<file path="config.mk">
export PLATFORM = sky130hd
export DESIGN_NAME = to_fp9_con_pipe
export DESIGN_NICKNAME = d
export VERILOG_FILES = /design/src/rtl/fp9_pkg.sv /design/src/rtl/fp8_to_fp9_lane.sv /design/src/rtl/to_fp9_con_pipe.sv
export SDC_FILE = /design/constraint.sdc
export NUM_CORES = 1
export LEC_CHECK = 0
export BUFFER_PORTS_ARGS = -buffer_cell sky130_fd_sc_hd__buf_2
export CORE_UTILIZATION = 27
export DETAILED_ROUTE_END_ITERATION = 12
export GPL_TIMING_DRIVEN = 0
export PLACE_DENSITY = 0.51
export SYNTH_ARGS = -nofsm -noshare
export SYNTH_HDL_FRONTEND = slang
export SYNTH_SLANG_ARGS = --single-unit
</file>
<file path="constraint.sdc">
create_clock -name clk -period 2.33 [get_ports clk]
set_input_delay 0.1165 -clock clk [delete_from_list [all_inputs] [get_ports clk]]
set_output_delay 0.1165 -clock clk [all_outputs]
set_load 0.05 [all_outputs]
</file>
<file path="src/rtl/fp9_pkg.sv">
// Shared constants for the FP8 -> FP9 (E5M3) operand widening path.
package fp9_pkg;

  // Source format selector encodings; 2 and 3 are reserved.
  localparam logic [1:0] FMT_E4M3 = 2'd0;
  localparam logic [1:0] FMT_E5M2 = 2'd1;

  // Element widths on either side of the converter.
  localparam int FP8_W = 8;
  localparam int FP9_W = 9;

  // Canonical quiet NaN in E5M3 without its sign bit: exp all ones, mant 100.
  localparam logic [7:0] FP9_NAN_CANON = 8'hFC;

  // E4M3 has bias 7, E5M3 has bias 15.
  localparam logic [4:0] E4M3_TO_E5M3_BIAS_ADJ = 5'd8;

endpackage : fp9_pkg

</file>
<file path="src/rtl/fp8_to_fp9_lane.sv">
// Combinational widening of one FP8 element (E4M3 or E5M2) to FP9 E5M3.
module fp8_to_fp9_lane
  import fp9_pkg::*;
(
  input  logic [1:0]       fmt_i,
  input  logic [FP8_W-1:0] in_i,
  output logic [FP9_W-1:0] out_o,
  output logic             is_nan_o,
  output logic             fmt_err_o
);

  logic       sgn;
  logic [4:0] e4_norm_exp;

  assign sgn         = in_i[7];
  assign e4_norm_exp = {1'b0, in_i[6:3]} + E4M3_TO_E5M3_BIAS_ADJ;

  // Format-dependent re-encoding; reserved formats yield zero and flag an error.
  always_comb begin
    out_o     = '0;
    is_nan_o  = 1'b0;
    fmt_err_o = 1'b0;
    case (fmt_i)
      FMT_E5M2: begin
        // Same exponent bias: just append a zero mantissa LSB (inf/NaN preserved).
        out_o    = {in_i, 1'b0};
        is_nan_o = (in_i[6:2] == 5'h1F) && (in_i[1:0] != 2'b00);
      end
      FMT_E4M3: begin
        if (in_i[6:0] == 7'h7F) begin
          out_o    = {sgn, FP9_NAN_CANON};
          is_nan_o = 1'b1;
        end else if (in_i[6:3] != 4'h0) begin
          out_o = {sgn, e4_norm_exp, in_i[2:0]};
        end else begin
          // E4M3 subnormals are normal numbers in E5M3: shift the leading one out.
          casez (in_i[2:0])
            3'b1??:  out_o = {sgn, 5'd8, in_i[1:0], 1'b0};
            3'b01?:  out_o = {sgn, 5'd7, in_i[0], 2'b00};
            3'b001:  out_o = {sgn, 5'd6, 3'b000};
            default: out_o = {sgn, 8'h00};
          endcase
        end
      end
      default: begin
        fmt_err_o = 1'b1;
      end
    endcase
  end

endmodule : fp8_to_fp9_lane

</file>
<file path="src/rtl/to_fp9_con_pipe.sv">
// Two-stage valid/ready pipeline widening packed FP8 A/B operand buses to FP9 E5M3.
module to_fp9_con_pipe
  import fp9_pkg::*;
#(
  parameter int LANES = 4
) (
  input  logic                   clk,
  input  logic                   rst_n,
  input  logic [1:0]             fmt_i,
  input  logic [LANES*FP8_W-1:0] a_i,
  input  logic [LANES*FP8_W-1:0] b_i,
  input  logic                   in_valid_i,
  output logic                   in_ready_o,
  output logic [LANES*FP9_W-1:0] a_o,
  output logic [LANES*FP9_W-1:0] b_o,
  output logic                   nan_o,
  output logic                   err_o,
  output logic                   out_valid_o,
  input  logic                   out_ready_i
);

  localparam int IN_W  = FP8_W;
  localparam int OUT_W = FP9_W;

  // Stage 1: raw operands and their format.
  logic [LANES*IN_W-1:0]  a1_q, b1_q;
  logic [1:0]             fmt1_q;
  logic                   v1_q;

  // Stage 2: converted operands and beat flags.
  logic [LANES*OUT_W-1:0] a2_q, b2_q;
  logic [LANES*OUT_W-1:0] a2_d, b2_d;
  logic                   nan2_q, err2_q;
  logic                   nan2_d, err2_d;
  logic                   v2_q;

  logic [LANES-1:0]       a_nan, b_nan, a_err, b_err;
  logic                   s1_ready, s2_ready;

  // A stage can take a new beat when empty or when its contents move on this cycle.
  assign s2_ready   = !v2_q || out_ready_i;
  assign s1_ready   = !v1_q || s2_ready;
  assign in_ready_o = s1_ready;

  // One converter per lane per bus, all fed from the stage-1 registers.
  for (genvar gi = 0; gi < LANES; gi++) begin : g_lane
    fp8_to_fp9_lane u_a (
      .fmt_i     (fmt1_q),
      .in_i      (a1_q[gi*IN_W +: IN_W]),
      .out_o     (a2_d[gi*OUT_W +: OUT_W]),
      .is_nan_o  (a_nan[gi]),
      .fmt_err_o (a_err[gi])
    );
    fp8_to_fp9_lane u_b (
      .fmt_i     (fmt1_q),
      .in_i      (b1_q[gi*IN_W +: IN_W]),
      .out_o     (b2_d[gi*OUT_W +: OUT_W]),
      .is_nan_o  (b_nan[gi]),
      .fmt_err_o (b_err[gi])
    );
  end

  assign nan2_d = |{a_nan, b_nan};
  assign err2_d = |{a_err, b_err};

  // Stage 1 capture: load on every advance, data only when a beat is present.
  always_ff @(posedge clk or negedge rst_n) begin
    if (!rst_n) begin
      v1_q   <= 1'b0;
      a1_q   <= '0;
      b1_q   <= '0;
      fmt1_q <= FMT_E4M3;
    end else if (s1_ready) begin
      v1_q <= in_valid_i;
      if (in_valid_i) begin
        a1_q   <= a_i;
        b1_q   <= b_i;
        fmt1_q <= fmt_i;
      end
    end
  end

  // Stage 2 capture: holds (outputs stable) while downstream stalls a valid beat.
  always_ff @(posedge clk or negedge rst_n) begin
    if (!rst_n) begin
      v2_q   <= 1'b0;
      a2_q   <= '0;
      b2_q   <= '0;
      nan2_q <= 1'b0;
      err2_q <= 1'b0;
    end else if (s2_ready) begin
      v2_q <= v1_q;
      if (v1_q) begin
        a2_q   <= a2_d;
        b2_q   <= b2_d;
        nan2_q <= nan2_d;
        err2_q <= err2_d;
      end
    end
  end

  assign a_o         = a2_q;
  assign b_o         = b2_q;
  assign nan_o       = nan2_q;
  assign err_o       = err2_q;
  assign out_valid_o = v2_q;

endmodule : to_fp9_con_pipe

</file>
==> run_results.csv <==
group,metric,value,unit
status,status,"finished, final reports clean",
yosys,synthArstFlopShare,1.00,
yosys,synth_area,6790,um2
detailed_routing,drt-total-wl,22600,um
detailed_routing,routed_via_density,4.80,
yosys,synth-seq-cells,142,
sta,rsz0062_at_grt,"no",
run,maxCapViolCount,0,
yosys,syn_inst,657,
global_routing,busiest_layer,"met2",
worst_setup_path,cpMaxStageDelayCell,"clkbuf_1",
detailed_routing,dr.first_iter.drc_count,365,
cts,cts_max_level,4,
final_layout,post-route-util,0.377,
worst_setup_path,crit_start,"v1_q",
final_layout,multi_input_area,2990,um2
cts,cts_buffer_depth,2,
cts,path_clk_slew,0.06,ns
sta,hold_viol,0,
min_path,hp-class,"primary input to flop",
final_layout,final_area,9230,um2
sta,period_minus_slack,2.12,ns
place,placed_area,7950,um2
worst_setup_path,r2r-start,"v1_q",
cts,cts_made_buffers,17,
sta,tightest_slew,0.806,ns
global_routing,use_met3,0.0367,
final_layout,final_layout_size_suffix_gt1_frac,0.296,
final_layout,layout_commonest_cell,"buf_2",
sta,fin_crit_sh,0.908,
worst_setup_path,worstPathRequired,2.64,ns
final_layout,fill_cells,2490,
power,power_leakage,4.05,nW
die,die_h,161,um
yosys,ys_seq_area_frac,0.524,
min_path,hold_path_startpoint,"out_ready_i",
final_layout,seqCellArea,3550,um2
place,dpl.hpwl,15800,um
worst_setup_path,r2r_cells,5,
worst_setup_path,path_max_fanout,10,
sta,fmax,473,MHz
cts,cts_tree,"yes",
yosys,avgSynthCellArea,10.3,um2
worst_setup_path,cpPeakStageDelay,0.55,ns
die,die_area,25800,um2
global_routing,antenna_found_initial,0,
yosys,synth_edf_count,0,
yosys,synth_fp_nets,727,
worst_setup_path,critPathLaunchType,"flop",
detailed_routing,dr.pass1.iters,5,
global_routing,grt_max_degree,73,
yosys,synth_cell_types,41,
worst_setup_path,r2r-end,"a1_q[31]",
sta,relSlewSlack,0.463,
final_layout,syn2layout_area_growth,36.1,%
place,port_buffers,145,
place,gp_congestion,0.825,
final_layout,mostFrequentLayoutCells,"150 x buf_2, 141 x dfrtp_1, 91 x nand2_1",
worst_setup_path,critPathKind,"flop to flop",
cts,post-cts-setup-buffers,0,
sta,fin_skew,0.0107,ns
global_routing,use_met1,0.247,
min_path,worstHoldPathCells,3,
detailed_routing,vias,5896,
die,boundaryPins,146,
detailed_routing,drc,0,
sta,drv_slew,0,
detailed_routing,ant_nets,0,
global_routing,grt_use_met2,0.292,
min_path,holdPathEnd,"out_valid_o",
final_layout,finalNetCount,961,
die,core,24500,um2
global_routing,overflow,0,
sta,fin_tns_setup,0,ns
worst_setup_path,worstPathArrival,2.42,ns
die,start_util,0.277,
detailed_routing,wl_per_cell,18.4,um
cts,cts_sinks,142,
final_layout,antenna_cells,0,
yosys,ys.flop_type,"dfrtp_1",
global_routing,grt_usage,0.181,
die,fp.dieW,161,um
global_routing,grt_pass1_vias,5821,
worst_setup_path,end_kind,"flop",
die,fp-row-count,57,
sta,setup_violations,0,
yosys,ys.warnings.count,0,
power,power.total,8.93,mW
power,peakVddDrop,0.000398,V
worst_setup_path,r2r_slack,0.21,ns
cts,cts_root_buffer,"clkbuf_16",
global_routing,grt_pass1_wl,35200,um
power,power.density,967,nW/um2
cts,clock_latency,0.43,ns
worst_setup_path,worstPathCellList,"nand3b_1 -> nand2_1 -> clkbuf_1 -> buf_2 -> mux2_2",
[logic make-up after synthesis]
family	after synthesis	synth area share
buffers and inverters	47	0.0352
flip-flops	142	0.524
multiplexers	69	0.114
AO/OA/AOI/OAI	132	0.131
AND/OR/NAND/NOR	267	0.196
[routing by layer]
layer  share of wire  vias up
met2            0.48      126
met1            0.47     2910
li1                -     2846
met4           0.011        0
met3           0.045       14
met5               0        -
[critical path, delay by kind of cell, from the launching register on]
kind	cells	cell delay, ns
buffers and inverters	2	0.98
flip-flops	1	0.38
multiplexers	1	0.37
AND/OR/NAND/NOR	2	0.26
[cell type report]
cell class | instances | share of cell area
buffer | 43 | 0.0243
clock buffer | 20 | 0.0495
clock inverter | 12 | 0.0144
inverter | 4 | 0.00163
multi-input combinational | 468 | 0.324
sequential | 142 | 0.385
tap | 324 | 0.0439
timing repair buffer | 215 | 0.157
[through the flow]
stage	instances	hold slack (ns)	setup slack [ns]
after detailed placement	1127	0.190	0.156
final	1228	0.0297	0.214
after CTS	1228	0.00998	0.142
after global placement	1126	0.325	-1.42
after global routing	1228	0.0392	0.0679
after floorplan	657	-0.179	0.0491
[synthesized netlist by cell type, types with 5 or more instances]
cell	instances	area (um2)
a211oi_1	19	143
a21oi_1	21	105
buf_2	6	30.0
clkbuf_1	28	105
dfrtp_1	142	3550
mux2_2	66	743
nand2_1	91	342
nand2b_1	19	119
nand3_1	14	70.1
nand4_1	5	31.3
nor2_1	44	165
nor2b_1	28	175
nor3_1	30	150
nor4_1	13	81.3
o21ai_0	38	190
o31ai_1	7	52.6
o41ai_1	33	289
or4_1	5	37.5
[power breakdown]
group          switching (mW)  internal, mW
combinational            1.96         0.853
clock                    1.13          1.64
sequential              0.438          2.91
total                    3.52          5.41
[flip-flops by register name, summed over array words and instances (netlist names)]
register,count
a1_q,32
a_o,36
err_o,1
out_valid_o,1
b1_q,32
fmt1_q,2
nan_o,1
b_o,36
v1_q,1
[worst max-delay path by stage]
stage,endpoint,slack (ns),cells past startpoint
2_1_floorplan,a1_q[0],0.05,5
3_3_place_gp,out_valid_o,-1.42,1
3_5_place_dp,b1_q[11],0.16,5
4_1_cts,a1_q[31],0.14,5
5_1_grt,fmt1_q[1],0.07,5
6_report,a1_q[31],0.21,5
[what timing repair did]
| action | CTS | global route |
|---|---|---|
| endpoints found under the hold margin | 138 | 0 |
| resized for setup | 0 | 0 |
| hold buffers | 69 | 0 |
Power figures use the tool's default switching activity.
